File: src/rtl/gaplus_hvgen.sv
// gaplus_hvgen: video timing generator for a Gaplus-style raster.
//
// A free-running MCLK divider produces a one-cycle pixel enable. Horizontal
// and vertical counters advance on that enable. Blank, sync and frame-strobe
// outputs are registered, so every output changes on the same MCLK edge as
// PH/PV with no relative skew.
//
// Ports
//   MCLK     in   1  master clock, sole clock
//   RESET_N  in   1  asynchronous active-low reset
//   HOFS     in   4  signed horizontal sync shift (pixels), taken at frame start
//   VOFS     in   4  signed vertical sync shift (lines), taken at frame start
//   PCLK_EN  out  1  one-MCLK pixel enable (divider at CLKDIV-1)
//   PH       out  9  horizontal counter 0..HTOTAL-1
//   PV       out  9  vertical counter 0..VTOTAL-1
//   HBLK     out  1  horizontal blank (PH >= HVIS)
//   VBLK     out  1  vertical blank (PV >= VVIS)
//   HSYN     out  1  horizontal sync window, shifted by latched HOFS
//   VSYN     out  1  vertical sync window, shifted by latched VOFS
//   VB_STB   out  1  one-MCLK strobe, one cycle after VBLK rises
module gaplus_hvgen #(
    parameter int CLKDIV   = 8,
    parameter int HTOTAL   = 384,
    parameter int HVIS     = 288,
    parameter int VTOTAL   = 264,
    parameter int VVIS     = 224,
    parameter int HS_START = 320,
    parameter int HS_WIDTH = 32,
    parameter int VS_START = 240,
    parameter int VS_WIDTH = 3
) (
    input  logic       MCLK,
    input  logic       RESET_N,
    input  logic [3:0] HOFS,
    input  logic [3:0] VOFS,
    output logic       PCLK_EN,
    output logic [8:0] PH,
    output logic [8:0] PV,
    output logic       HBLK,
    output logic       VBLK,
    output logic       HSYN,
    output logic       VSYN,
    output logic       VB_STB
);

    localparam int DW = (CLKDIV > 1) ? $clog2(CLKDIV) : 1;
    localparam logic [DW-1:0] DIV_LAST = DW'(CLKDIV - 1);
    localparam logic [8:0]    H_LAST   = 9'(HTOTAL - 1);
    localparam logic [8:0]    V_LAST   = 9'(VTOTAL - 1);

    logic [DW-1:0] div_q, div_d;
    logic          pclk_en_q, pclk_en_d;
    logic [8:0]    ph_q, ph_d;
    logic [8:0]    pv_q, pv_d;
    logic [3:0]    h_q, h_d;
    logic [3:0]    v_q, v_d;
    logic          hblk_q, hblk_d;
    logic          vblk_q, vblk_d;
    logic          hsyn_q, hsyn_d;
    logic          vsyn_q, vsyn_d;
    logic          vblk_dly_q;
    logic          vb_stb_q, vb_stb_d;

    logic          h_wrap;
    logic          frame_wrap;
    logic [9:0]    hs_lo, hs_hi;
    logic [9:0]    vs_lo, vs_hi;

    always_comb begin
        div_d     = (div_q == DIV_LAST) ? '0 : div_q + 1'b1;
        // Registered so the enable is high exactly while the divider holds CLKDIV-1.
        pclk_en_d = (div_d == DIV_LAST);

        h_wrap     = pclk_en_q && (ph_q == H_LAST);
        frame_wrap = h_wrap && (pv_q == V_LAST);

        ph_d = ph_q;
        if (pclk_en_q) begin
            ph_d = h_wrap ? 9'd0 : ph_q + 9'd1;
        end
        pv_d = pv_q;
        if (h_wrap) begin
            pv_d = (pv_q == V_LAST) ? 9'd0 : pv_q + 9'd1;
        end

        // Offsets only take effect from the frame-start edge onwards.
        h_d = frame_wrap ? HOFS : h_q;
        v_d = frame_wrap ? VOFS : v_q;

        // Sign-extended offsets; one spare bit keeps the compare window honest.
        hs_lo = 10'(HS_START) + {{6{h_d[3]}}, h_d};
        hs_hi = hs_lo + 10'(HS_WIDTH - 1);
        vs_lo = 10'(VS_START) + {{6{v_d[3]}}, v_d};
        vs_hi = vs_lo + 10'(VS_WIDTH - 1);

        // Decoded from the next counter values so they switch with PH/PV.
        hblk_d = (ph_d >= 9'(HVIS));
        vblk_d = (pv_d >= 9'(VVIS));
        hsyn_d = ({1'b0, ph_d} >= hs_lo) && ({1'b0, ph_d} <= hs_hi);
        vsyn_d = ({1'b0, pv_d} >= vs_lo) && ({1'b0, pv_d} <= vs_hi);

        vb_stb_d = vblk_q && !vblk_dly_q;
    end

    always_ff @(posedge MCLK or negedge RESET_N) begin
        if (!RESET_N) begin
            div_q      <= '0;
            pclk_en_q  <= 1'b0;
            ph_q       <= 9'd0;
            pv_q       <= 9'd0;
            h_q        <= 4'd0;
            v_q        <= 4'd0;
            hblk_q     <= 1'b0;
            vblk_q     <= 1'b0;
            hsyn_q     <= 1'b0;
            vsyn_q     <= 1'b0;
            vblk_dly_q <= 1'b0;
            vb_stb_q   <= 1'b0;
        end else begin
            div_q      <= div_d;
            pclk_en_q  <= pclk_en_d;
            ph_q       <= ph_d;
            pv_q       <= pv_d;
            h_q        <= h_d;
            v_q        <= v_d;
            hblk_q     <= hblk_d;
            vblk_q     <= vblk_d;
            hsyn_q     <= hsyn_d;
            vsyn_q     <= vsyn_d;
            vblk_dly_q <= vblk_q;
            vb_stb_q   <= vb_stb_d;
        end
    end

    assign PCLK_EN = pclk_en_q;
    assign PH      = ph_q;
    assign PV      = pv_q;
    assign HBLK    = hblk_q;
    assign VBLK    = vblk_q;
    assign HSYN    = hsyn_q;
    assign VSYN    = vsyn_q;
    assign VB_STB  = vb_stb_q;

endmodule

File: config.mk
export PLATFORM = sky130hd
export DESIGN_NAME = gaplus_hvgen
export DESIGN_NICKNAME = d
export VERILOG_FILES = /design/src/rtl/gaplus_hvgen.sv
export SDC_FILE = /design/constraint.sdc
export NUM_CORES = 1
export LEC_CHECK = 0
export CAP_MARGIN = 15
export CORE_UTILIZATION = 50
export CTS_BUF_LIST = sky130_fd_sc_hd__clkbuf_4 sky130_fd_sc_hd__clkbuf_8
export DETAILED_ROUTE_END_ITERATION = 16
export PLACE_DENSITY = 0.87
export RECOVER_POWER = 25
export SYNTH_ARGS = -nofsm -noshare
export SYNTH_HDL_FRONTEND = slang
export SYNTH_SLANG_ARGS = --single-unit
File: constraint.sdc
create_clock -name MCLK -period 6.2 [get_ports MCLK]
set_input_delay 1.55 -clock MCLK [delete_from_list [all_inputs] [get_ports MCLK]]
set_output_delay 1.55 -clock MCLK [all_outputs]
set_load 0.01 [all_outputs]
After elaboration in Yosys (flattened, before gate mapping):

Cells that the tools add are included.

* bits in registers: 36
* output and inout bits: 24
* word-level logic and storage cells: 42

* add/subtract/negate cells: 7
* order comparisons: 6
* eq/ne operators: 4
* muxes and demuxes: 7
* reduce and logical (&&, ||, !) cells: 6

Operators by type and width (count)
* two-way mux 9 bit: 4
* greater-or-equal comparator 9 x 10 -> 1 bit: 2
* less-or-equal comparator 9 x 10 -> 1 bit: 2
* adder 9 x 1 -> 9 bit, second input constant: 2
* equality test 9 bit, second input constant: 2
* adder 10 x 2 -> 10 bit, second input constant: 1
* adder 10 x 5 -> 10 bit, second input constant: 1
* adder 9 x 10 -> 10 bit, first input constant: 1
* adder 9 x 4 -> 10 bit, first input constant: 1
* greater-or-equal comparator 9 x 8 -> 1 bit, second input constant: 1
* greater-or-equal comparator 9 bit, second input constant: 1
* two-way mux 4 bit: 2
* equality test 3 bit, second input constant: 2
* logical AND 1 bit: 5
* adder 3 x 1 -> 3 bit, second input constant: 1
* two-way mux 3 bit: 1
* logical NOT 1 bit: 1

Logic depth before layout (Yosys ltp):

Gate-level depths: netlist (run 1).

* word-level depth: 8
* depth in mapped cells: 16
* mapped depth without buffers: 15

Worst setup path before layout (run 1):

OpenSTA, ideal clock, no wires.

* path type: input to register
* from: input port VOFS[3]
* to: register vsyn_q, in the netlist VSYN
* arrival: 3.508 ns
* data required time: 6.096 ns
* path slack: 2.588 ns
* cell stages on the path: 10
* buffers on the path: 0
* cell sequence: mux2i_1 > nor3_1 > ha_1 > inv_1 > ha_1 > a21oi_1 > nand2_1 > a31o_2 > a311o_1 > a221oi_1

* cells in the longest elaborated chain, start to end: 5
* elaborated cells on any way between the ends: 6
* those cells by class: add/sub: 2; order compare: 2; mux: 1; reduce/logical: 1

RTL lines
* start, declared: RTL line 35 `input logic [3:0] VOFS,`
* two-way mux 4 bit *: RTL line 88 `v_d = frame_wrap ? VOFS : v_q;`
* adder 9 x 4 -> 10 bit *: RTL line 93 `vs_lo = 10'(VS_START) + {{6{v_d[3]}}, v_d};`
* adder 10 x 2 -> 10 bit: RTL line 94 `vs_hi = vs_lo + 10'(VS_WIDTH - 1);`
* less-or-equal comparator 9 x 10 -> 1 bit: RTL line 100 `vsyn_d = ({1'b0, pv_d} >= vs_lo) && ({1'b0, pv_d} <= vs_hi);`
* logical AND 1 bit *: RTL line 100
* via vsyn_d: RTL line 60 `logic vsyn_q, vsyn_d;`
* end signal, assigned: RTL line 129 `vsyn_q <= vsyn_d;`
* end, declared: RTL line 60

The timed path passes the listed nets; every way through them passes the cells marked *.

Worst setup path in the final report (run 1):

* from: register ph_q[0], in the netlist PH[0]
* to: register vsyn_q, in the netlist VSYN

* cells in the longest elaborated chain, start to end: 8
* elaborated cells on any way between the ends: 10
* those cells by class: add/sub: 2; order compare: 2; eq/ne: 1; mux: 2; reduce/logical: 3

RTL lines
* start, declared: RTL line 53 `logic [8:0] ph_q, ph_d;`
* start signal, assigned: RTL line 122 `ph_q <= ph_d;`
* equality test 9 bit *: RTL line 74 `h_wrap = pclk_en_q && (ph_q == H_LAST);`
* logical AND 1 bit *: RTL line 74
* logical AND 1 bit: RTL line 75 `frame_wrap = h_wrap && (pv_q == V_LAST);`
* two-way mux 4 bit: RTL line 88
* adder 9 x 4 -> 10 bit: RTL line 93
* adder 10 x 2 -> 10 bit: RTL line 94
* less-or-equal comparator 9 x 10 -> 1 bit: RTL line 100
* logical AND 1 bit *: RTL line 100
* via vsyn_d: RTL line 60

Marks and branches as above.

==> summary.md, run 1 <==
| Metric | Value |
|---|---|
| Pin count of the biggest net entering global routing | 37 |
| CTS-repair resized insts | 0 |
| RSZ-0062 raised after global routing | no |
| Number of I/O port buffers | 33 |
| Drt initial violations | 122 |
| Library cell used as clock root buffer | clkbuf_8 |
| Clk buf depth | 2 |
| IO Pins | 34 |
| Vias/cell | 5.54 |
| Global routing usage summed across all routing layers | 0.215 |
| Worst Hold Slack | 392 ps |
| IR Drop Worst-Case VDD | 0.0931 mV |
| Maximum clock frequency | 210 MHz |
| Area occupied by multi-input gates | 1210 um^2 |
| Sequential share of power | 0.521 |
| Cell type contributing the most total cell area after synthesis | dfrtp_1 |
| Net switching power figure | 0.000104 W |
| Combined flip-flop and latch cell area | 901 um^2 |
| Class of the most critical hold timing path | flip-flop to flip-flop |
| Routed Antenna Nets | 0 |
| Clock transition at the registers of the reported paths | 70 ps |
| Max-capacitance violation count | 1 |
| Critical R2R Launch | PH[0]$_DFF_PN0_ |
| Setup slack of the critical path after layout | 1430 ps |
| Total Wirelength | 4400 um |
| Post-CTS repair timing setup buffer count | 0 |
| Beginning of the worst hold path | vblk_dly_q$_DFF_PN0_ |
| Final Cycle Share | 0.770 |
| Logic gate share of total power | 0.084 |
| Total count of hold-check failures in the final report | 0 |
| Launch point of the critical path | PH[0]$_DFF_PN0_ |
| Met2 usage in global routing | 0.324 |
| Routing layer with the top usage in global route | met2 |
| Chip width | 68.8 um |
| Met3 routing resource usage after global routing | 0.0609 |
| Via count of the first global-routing pass | 1640 |
| Switching power as a share of total power | 0.227 |
| Final critical path time including I/O delays and setup | 4770 ps |
| TritonCTS buffer count | 5 |
| HPWL after DPL | 3250 um |
| Kind of start point of the critical path | flip-flop |
| Fraction of final layout cells with drive strength greater than 1 | 0.0630 |
| Data arrival time of the worst path | 4950 ps |
| CP max stage cell | nor3_1 |
| Later-pin clock latency in the skew report | 290 ps |
| Number of nets at the end of the flow | 295 |
| Required time worst endpoint | 6380 ps |
| Summed instance area of the synthesized netlist | 2230 um^2 |
| PwrDens | 170 nW/um^2 |
| Synthesis Warnings | 0 |
| Number of placed instances with taps included | 297 |
| Core Footprint | 4140 um^2 |
| Worst-case setup slack after placement | 2040 ps |
| Fill cells | 342 |
| Die area | 4730 um^2 |
| Average detailed-routed wire length per instance | 14.5 um |
| Global-route wire length before repair | 7470 um |
| Number of vias after detailed routing | 1685 |
| Die span in y | 68.8 um |
| Crit-path most repeated cell | ha_1 |
| CP Class | flip-flop to flip-flop |
| Routability cong. | 0.883 |
| Number of antenna violations at the first check in global routing | 0 |
| Cell count after synthesis | 215 |
| Grt total ovfl | 0 |
| Final setup skew | 5.62 ps |
| Share of Yosys cell area claimed by the top area cell type | 0.404 |
| Final setup fails | 0 |
| Unique cell type count in the Yosys netlist | 46 |
| Clock sink total | 36 |
| Syn Nets | 256 |
| Clk pwr share | 0.395 |
| Pins Over Slew Limit | 37 |
| Total internal power | 0.000354 W |
| Largest incremental delay on the critical path | 1160 ps |
| Type of element capturing the critical path | flip-flop |
| Cells along the critical path | ha_1, nand4_1, nor3_1, nand2_4, mux2i_1, nor3_1, ha_1, inv_1, ha_1, a21oi_1, nand2_1, a31o_2, a311o_1, a221oi_1 |
| Initial core utilization | 0.538 |
| Synthesis-to-finish area growth | 20.5% |
| Flip-flop and latch count after synthesis | 36 |
| Overall power after layout | 0.000458 W |
| DR DRC count | 0 |
| # diodes | 0 |
| Register area share after synthesis | 0.404 |
| Worst-Margin Slew | 1920 ps |
| Row Count | 23 |
| Routing usage on met1 | 0.294 |
| Leading post-synthesis cells by cell area | dfrtp_1 (40%), ha_1 (17%), inv_1 (3.4%) |
| H-tree depth | 2 |
| Syn_area_per_cell | 10.4 um^2 |
| Max transition margin | -0.282 |
| Setup TNS | 0 ps |
| Hold bufs inserted after CTS | 0 |
| Detailed Routing Iterations Pass 1 | 4 |
| Final cell count without fillers | 304 |
| Reported leakage power | 1.35 nW |
| Status | finished with violations |
| Failing checks | max-capacitance violations, max-slew violations |
| Maximum fanout encountered on the critical timing path | 12 |
| Clock tree from TritonCTS | done |
## final cells by class
class | count | share of cell area
multi-input cells | 156 | 0.452
flip-flops and latches | 36 | 0.335
repair buffers | 34 | 0.124
clock buffers | 7 | 0.0358
inverters | 21 | 0.0293
well taps | 50 | 0.0233
## placed cells by master (no fill, tap or decap), types with 6 or more instances in the layout
cell,instances
a21oi_1,10
clkbuf_8,7
clkdlybuf4s50_1,32
dfrtp_1,36
ha_1,31
inv_1,20
mux2i_1,7
nand2_1,15
nand3_1,9
nor2_1,12
o21ai_0,6
xnor2_1,7
xor2_1,6
## power groups by stage
stage,clock (W),sequential [W],combinational (W)
after floorplan,0,0.000243,0.0000220
after global placement,0,0.000243,0.0000370
after detailed placement,0,0.000243,0.0000385
after CTS,0.000185,0.000239,0.0000394
after global routing,0.000195,0.000239,0.0000444
final,0.000181,0.000239,0.0000384
## logic make-up after synthesis
family,share of synthesized area
buf+inv,0.0393
flops,0.404
other cells,0.00168
xor+xnor,0.0511
compound gates,0.102
mux,0.0567
fa+ha+maj,0.179
simple gates,0.166
## layer usage
layer / vias up / wire length [um] / part of all wire
met3: 5 / 228 / 0.052
met2: 43 / 1980 / 0.45
met5: - / 0 / 0
met1: 802 / 2120 / 0.48
li1: 835 / - / -
met4: 0 / 61 / 0.014
## metrics by stage
| step | utilization | instance area, um^2 |
|---|---|---|
| 6_report | 0.649 | 2690 |
| 5_1_grt | 0.649 | 2690 |
| 4_1_cts | 0.656 | 2720 |
| 3_5_place_dp | 0.633 | 2620 |
| 3_3_place_gp | 0.633 | 2620 |
| 2_1_floorplan | - | 2230 |
## synth_stat cells (all sizes together)
master,count
a41oi,1
o221ai,1
nor3,3
nand3,9
nor4,4
nand4,5
and3,2
a221oi,1
nor2,12
conb,1
o31ai,1
inv,21
o32ai,1
o21a,1
a311o,1
o21bai,1
xor2,6
o211ai,1
or3,1
maj3,1
mux2i,8
and4b,1
nand3b,2
a211oi,1
a21oi,10
and2,2
nand2,16
a21o,3
ha,31
a31o,2
o31a,1
clkbuf,2
mux2,3
nand2b,3
xnor2,7
nand4b,1
dfrtp,36
o2111a,1
nor2b,5
o21ai,6
## critical path: cells and delay by family (launching register included)
family                     cells  cell delay [ps]
and+or+nand+nor                5             1930
DFF                            1              410
adders and majority gates      3              820
muxes                          1              480
buffers and inverters          1               40
AOI/OAI and AO/OA              4              990
## final timing paths
path                                    endpoint  slack, ps  depth (start not counted)
worst max-delay path              VSYN$_DFF_PN0_       1430                         14
min in group asynchronous       VB_STB$_DFF_PN0_       2340                          2
worst min register to register  VB_STB$_DFF_PN0_        390                          1
worst min-delay path            VB_STB$_DFF_PN0_        390                          1
max in group asynchronous        PH[6]$_DFF_PN0_       2760                          2
worst max register to register    VSYN$_DFF_PN0_       1430                         14
## state kept, by name (all words and copies together) (netlist names)
register / flops
HBLK: 1
HSYN: 1
PCLK_EN: 1
PH: 9
PV: 9
VBLK: 1
VB_STB: 1
VSYN: 1
div_q: 3
h_q: 4
v_q: 4
vblk_dly_q: 1
Power figures use the tool's default switching activity.
==> run 2, diff against run 1 <==
--- a/config.mk
+++ b/config.mk
@@ -9,7 +9,7 @@
 export CORE_UTILIZATION = 50
 export CTS_BUF_LIST = sky130_fd_sc_hd__clkbuf_4 sky130_fd_sc_hd__clkbuf_8
 export DETAILED_ROUTE_END_ITERATION = 16
-export PLACE_DENSITY = 0.87
+export PLACE_DENSITY = 0.9
 export RECOVER_POWER = 25
 export SYNTH_ARGS = -nofsm -noshare
 export SYNTH_HDL_FRONTEND = slang
==> constraint.sdc (replaced) <==
create_clock -name MCLK -period 4.2 [get_ports MCLK]
set_input_delay 1.05 -clock MCLK [delete_from_list [all_inputs] [get_ports MCLK]]
set_output_delay 1.05 -clock MCLK [all_outputs]
set_load 0.01 [all_outputs]
==> run 2 against run 1 <==
Effect of this change: global-route usage rose by 0.82 points; critical path type unchanged; wire length is 5.7% higher; largest power group unchanged; the run still ends with max-capacitance violations, max-slew violations left; via count increased by 4.6%; hold slack better by 2.5 ps; largest cell class unchanged.
==> summary.md, run 2 (same netlist as run 1, synthesis figures left out) <==
| Metric | Value |
|---|---|
| Clock tree from TritonCTS | done (unchanged) |
| Detailed Routing Iterations Pass 1 | 4 (unchanged) |
| Clock sink total | 36 (unchanged) |
| Global-route wire length before repair | 7590 um (was 7470 um) |
| Crit-path most repeated cell | ha_1 (unchanged) |
| Overall power after layout | 0.000675 W (was 0.000458 W) |
| Maximum fanout encountered on the critical timing path | 10 (was 12) |
| Number of nets at the end of the flow | 297 (was 295) |
| Synthesis-to-finish area growth | 22.4% (was 20.5%) |
| TritonCTS buffer count | 5 (unchanged) |
| Status | finished with violations (unchanged) |
| Number of vias after detailed routing | 1762 (was 1685) |
| Most frequent cells in the layout | dfrtp_1 (36), clkdlybuf4s50_1 (32), ha_1 (31) (unchanged) |
| Grt total ovfl | 0 (unchanged) |
| Later-pin clock latency in the skew report | 290 ps (about the same) |
| Total count of hold-check failures in the final report | 0 (unchanged) |
| CTS-repair resized insts | 0 (unchanged) |
| Number of antenna violations at the first check in global routing | 0 (unchanged) |
| Maximum clock frequency | 268 MHz (was 210 MHz) |
| Fill cells | 335 (was 342) |
| Hold bufs inserted after CTS | 0 (unchanged) |
| Clk buf depth | 2 (unchanged) |
| Bufs and invs on worst path | 1 (unchanged) |
| Cells along the critical path | ha_1, and2_1, and4b_1, nand2_4, mux2i_1, nor3_1, ha_1, inv_1, ha_1, a21oi_1, nand2_1, a31o_2, a311o_1, a221oi_1 (was ha_1, nand4_1, nor3_1, nand2_4, mux2i_1, nor3_1, ha_1, inv_1, ha_1, a21oi_1, nand2_1, a31o_2, a311o_1, a221oi_1) |
| Pins Over Slew Limit | 37 (unchanged) |
| Post-CTS repair timing setup buffer count | 0 (unchanged) |
| PwrDens | 247 nW/um^2 (was 170 nW/um^2) |
| CP max stage cell | dfrtp_1 (was nor3_1) |
| Family with the most delay on the worst path | compound AO/OA/AOI/OAI gates (was simple AND/OR/NAND/NOR gates) |
| RSZ-0062 raised after global routing | no (unchanged) |
| Average detailed-routed wire length per instance | 15.2 um (was 14.5 um) |
| DR DRC count | 0 (unchanged) |
| Kind of start point of the critical path | flip-flop (unchanged) |
| Final setup skew | 7.58 ps (was 5.62 ps) |
| Core occupancy in the finished layout | 0.659 (was 0.649) |
| IO Pins | 34 (unchanged) |
| IR Drop Worst-Case VDD | 0.113 mV (was 0.0931 mV) |
| H-tree depth | 2 (unchanged) |
| Clock transition at the registers of the reported paths | 70 ps (about the same) |
| Core Footprint | 4140 um^2 (unchanged) |
| Global routing usage summed across all routing layers | 0.223 (was 0.215) |
| Dpl cell area | 2640 um^2 (was 2620 um^2) |
| Row Count | 23 (unchanged) |
| Required time worst endpoint | 4380 ps (was 6380 ps) |
| Max transition margin | -0.265 (was -0.282) |
| Data arrival time of the worst path | 3910 ps (was 4950 ps) |
| Final cell count without fillers | 306 (was 304) |
| Type of element capturing the critical path | flip-flop (unchanged) |
| Fraction of final layout cells with drive strength greater than 1 | 0.0820 (was 0.0630) |
| Routed Antenna Nets | 0 (unchanged) |
| Number of placed instances with taps included | 299 (was 297) |
| Die span in y | 68.8 um (unchanged) |
| Largest incremental delay on the critical path | 440 ps (was 1160 ps) |
| HPWL after DPL | 3490 um (was 3250 um) |
| Total Wirelength | 4650 um (was 4400 um) |
| Via count of the first global-routing pass | 1660 (was 1640) |
| Initial core utilization | 0.538 (unchanged) |
| Final setup fails | 0 (unchanged) |
| Routability cong. | 0.884 (was 0.883) |
| Final critical path time including I/O delays and setup | 3730 ps (was 4770 ps) |
| Final Instance Area | 2730 um^2 (was 2690 um^2) |
| Die area | 4730 um^2 (unchanged) |
| CP Class | flip-flop to flip-flop (unchanged) |
| Worst-Margin Slew | 1900 ps (was 1920 ps) |
| Pin count of the biggest net entering global routing | 37 (unchanged) |
| Reported leakage power | 1.38 nW (was 1.35 nW) |
| Number of I/O port buffers | 33 (unchanged) |
| Chip width | 68.8 um (unchanged) |
| Failing checks | max-capacitance violations, max-slew violations (unchanged) |
| Library cell used as clock root buffer | clkbuf_8 (unchanged) |
| Class of the most critical hold timing path | flip-flop to flip-flop (unchanged) |
| Max-capacitance violation count | 1 (unchanged) |
| # diodes | 0 (unchanged) |
| Setup TNS | 0 ps (unchanged) |
| Drt initial violations | 126 (was 122) |
| Final Cycle Share | 0.888 (was 0.770) |
| Vias/cell | 5.76 (was 5.54) |
| Commonest non-fill, non-tap cell in the layout | dfrtp_1 (unchanged) |
==> run 2: worst paths after layout <==
path,end,startpoint,slack (ps),cells after the start
max in group asynchronous,v_q[3]$_DFF_PN0_,RESET_N,1280,2
worst min-delay path,VB_STB$_DFF_PN0_,vblk_dly_q$_DFF_PN0_,390,1
worst max register to register,VSYN$_DFF_PN0_,PV[0]$_DFF_PN0_,470,14
min in group asynchronous,VB_STB$_DFF_PN0_,RESET_N,1820,2
worst max-delay path,VSYN$_DFF_PN0_,PV[0]$_DFF_PN0_,470,14
worst min register to register,VB_STB$_DFF_PN0_,vblk_dly_q$_DFF_PN0_,390,1
==> run 2: where the power goes <==
group	switching [W]	internal, W
registers	0.00000173	0.000351
logic	0.0000322	0.0000262
clock network	0.000118	0.000146
total	0.000152	0.000523
==> run 2: area by class of cell <==
cell class	instances	area, um^2	area share
repair buffers	36	349	0.128
multi-input cells	156	1240	0.455
flip-flops and latches	36	901	0.330
inverters	21	78.8	0.0289
well taps	50	62.6	0.0229
clock buffers	7	96.3	0.0353
==> run 2: metal layers <==
layer  vias up  share of wire  GRT usage  wire length [um]
met3        11          0.057     0.0477               265
li1        848              -          -                 -
met4         0          0.016     0.0893                75
met1       847           0.47      0.296              2170
met2        56           0.46      0.352              2130
met5         -              0          0                 0
==> run 2: per-stage QoR <==
| stage | hold WS, ps | worst slack (ps) |
|---|---|---|
| after CTS | 395 | 506 |
| after global routing | 415 | 176 |
| after detailed placement | 385 | 525 |
| after floorplan | 378 | 709 |
| after global placement | 385 | 599 |
| final | 394 | 470 |
==> run 3, diff against run 2 <==
--- a/config.mk
+++ b/config.mk
@@ -10,7 +10,6 @@
 export CTS_BUF_LIST = sky130_fd_sc_hd__clkbuf_4 sky130_fd_sc_hd__clkbuf_8
 export DETAILED_ROUTE_END_ITERATION = 16
 export PLACE_DENSITY = 0.9
-export RECOVER_POWER = 25
 export SYNTH_ARGS = -nofsm -noshare
 export SYNTH_HDL_FRONTEND = slang
 export SYNTH_SLANG_ARGS = --single-unit
==> run 3 against run 2 <==
Effect of this change: the flow now finishes without violations; register-to-register slack about the same; critical path depth unchanged; fmax about the same; largest power group unchanged.
==> summary.md, run 3 (same netlist as run 1, synthesis figures left out) <==
| Metric | Value |
|---|---|
| Synthesis-to-finish area growth | 22.6% (was 22.4%) |
| Hold bufs inserted after CTS | 0 (unchanged) |
| Post-CTS repair timing setup buffer count | 0 (unchanged) |
| Global routing usage summed across all routing layers | 0.223 (unchanged) |
| Final critical path time including I/O delays and setup | 3730 ps (about the same) |
| Average detailed-routed wire length per instance | 15.1 um (was 15.2 um) |
| Library cell used as clock root buffer | clkbuf_8 (unchanged) |
| Final cell count without fillers | 306 (unchanged) |
| PwrDens | 247 nW/um^2 (about the same) |
| IR Drop Worst-Case VDD | 0.113 mV (about the same) |
| Grt total ovfl | 0 (unchanged) |
| Row Count | 23 (unchanged) |
| Net switching power figure | 0.000153 W (was 0.000152 W) |
| Clock tree from TritonCTS | done (unchanged) |
| Die area | 4730 um^2 (unchanged) |
| Routed Antenna Nets | 0 (unchanged) |
| Kind of start point of the critical path | flip-flop (unchanged) |
| Drt initial violations | 124 (was 126) |
| Final setup fails | 0 (unchanged) |
| Logic gate share of total power | 0.087 (about the same) |
| Class of the most critical hold timing path | flip-flop to flip-flop (unchanged) |
| Maximum clock frequency | 268 MHz (about the same) |
| CP Class | flip-flop to flip-flop (unchanged) |
| TritonCTS buffer count | 5 (unchanged) |
| Status | finished, final reports clean (was finished with violations) |
| Setup TNS | 0 ps (unchanged) |
| Total internal power | 0.000523 W (about the same) |
| # diodes | 0 (unchanged) |
| Total Wirelength | 4630 um (was 4650 um) |
| Clk buf depth | 2 (unchanged) |
| Die span in y | 68.8 um (unchanged) |
| Number of nets at the end of the flow | 297 (unchanged) |
| Clk pwr share | 0.392 (about the same) |
| Maximum fanout encountered on the critical timing path | 10 (unchanged) |
| Number of vias after detailed routing | 1753 (was 1762) |
| Global-route wire length before repair | 7590 um (unchanged) |
| Final Cycle Share | 0.888 (about the same) |
| Final setup skew | 7.90 ps (was 7.58 ps) |
| Core Footprint | 4140 um^2 (unchanged) |
| Number of antenna violations at the first check in global routing | 0 (unchanged) |
| Clock sink total | 36 (unchanged) |
| Commonest non-fill, non-tap cell in the layout | dfrtp_1 (unchanged) |
| HPWL after DPL | 3490 um (unchanged) |
| Max transition margin | 0.669 (was -0.265) |
| Later-pin clock latency in the skew report | 290 ps (about the same) |
| H-tree depth | 2 (unchanged) |
| Switching power as a share of total power | 0.226 (about the same) |
| Data arrival time of the worst path | 3910 ps (about the same) |
| Reported leakage power | 1.38 nW (about the same) |
| Required time worst endpoint | 4380 ps (about the same) |
| Total count of hold-check failures in the final report | 0 (unchanged) |
| Routability cong. | 0.884 (unchanged) |
| RSZ-0062 raised after global routing | no (unchanged) |
| Initial core utilization | 0.538 (unchanged) |
| Number of I/O port buffers | 33 (unchanged) |
| Clock transition at the registers of the reported paths | 70 ps (about the same) |
| Chip width | 68.8 um (unchanged) |
| Detailed Routing Iterations Pass 1 | 4 (unchanged) |
| Vias/cell | 5.73 (was 5.76) |
| CTS-repair resized insts | 0 (unchanged) |
| DR DRC count | 0 (unchanged) |
| Sequential share of power | 0.521 (was 0.522) |
| Pin count of the biggest net entering global routing | 37 (unchanged) |
| Type of element capturing the critical path | flip-flop (unchanged) |
| Number of placed instances with taps included | 299 (unchanged) |
| Fraction of final layout cells with drive strength greater than 1 | 0.0859 (was 0.0820) |
| Via count of the first global-routing pass | 1660 (unchanged) |
| Worst-Margin Slew | 495 ps (was 1900 ps) |
| Max-capacitance violation count | 0 (was 1) |
| Most frequent cells in the layout | dfrtp_1 (36), clkdlybuf4s50_1 (33), ha_1 (31) (was dfrtp_1 (36), clkdlybuf4s50_1 (32), ha_1 (31)) |
| IO Pins | 34 (unchanged) |
| Pins Over Slew Limit | 0 (was 37) |
run 3: cell count changes in the layout (fill, tap and decap cells not counted), sizes merged:
cell           change
clkbuf             -1
buf                +1
clkdlybuf4s50      +1
dlygate4sd3        -1
run 3: metrics by stage:
step	cell area, um^2	setup WS [ps]	hold WS (ps)	util	total power, W
2_1_floorplan	2230	709	378	-	0.000391
3_3_place_gp	2640	599	385	0.636	0.000413
3_5_place_dp	2640	525	385	0.636	0.000417
4_1_cts	2730	506	395	0.659	0.000683
5_1_grt	2730	176	415	0.659	0.000703
6_report	2730	469	394	0.659	0.000676
run 3: cell type report:
type                    instances  area (um^2)
clock buffers                   7         96.3
repair buffers                 36          353
multi-input cells             156         1240
fillers                       334         1410
flip-flops and latches         36          901
well taps                      50         62.6
inverters                      21         78.8
run 3: power groups by stage:
stage / clock network (W) / registers (W) / logic (W)
after floorplan: 0 / 0.000358 / 0.0000324
after global placement: 0 / 0.000358 / 0.0000545
after detailed placement: 0 / 0.000359 / 0.0000586
after CTS: 0.000271 / 0.000352 / 0.0000594
after global routing: 0.000284 / 0.000352 / 0.0000670
final: 0.000265 / 0.000352 / 0.0000590
run 3: metal layers:
metal	wire length, um	vias to the layer above	track usage
li1	-	847	-
met1	2150	838	0.296
met2	2130	59	0.352
met3	269	9	0.0477
met4	71	0	0.0893
met5	0	-	0
run 3: worst paths after layout:
path / start / end / slack (ps) / cells past startpoint
setup reg to reg: PV[0]$_DFF_PN0_ / VSYN$_DFF_PN0_ / 470 / 14
setup / recovery: PV[0]$_DFF_PN0_ / VSYN$_DFF_PN0_ / 470 / 14
min in group asynchronous: RESET_N / VB_STB$_DFF_PN0_ / 1170 / 2
hold reg to reg: vblk_dly_q$_DFF_PN0_ / VB_STB$_DFF_PN0_ / 390 / 1
max in group asynchronous: RESET_N / PV[1]$_DFF_PN0_ / 2700 / 2
hold / removal: vblk_dly_q$_DFF_PN0_ / VB_STB$_DFF_PN0_ / 390 / 1
run 3: critical path, cell delays in order, from the launching register on:
cell and delay, ps:
dfrtp_1 440, ha_1 250, and2_1 200, and4b_1 280
nand2_4 210, mux2i_1 430, nor3_1 90, ha_1 290
inv_1 40, ha_1 300, a21oi_1 150, nand2_1 60
a31o_2 230, a311o_1 340, a221oi_1 300
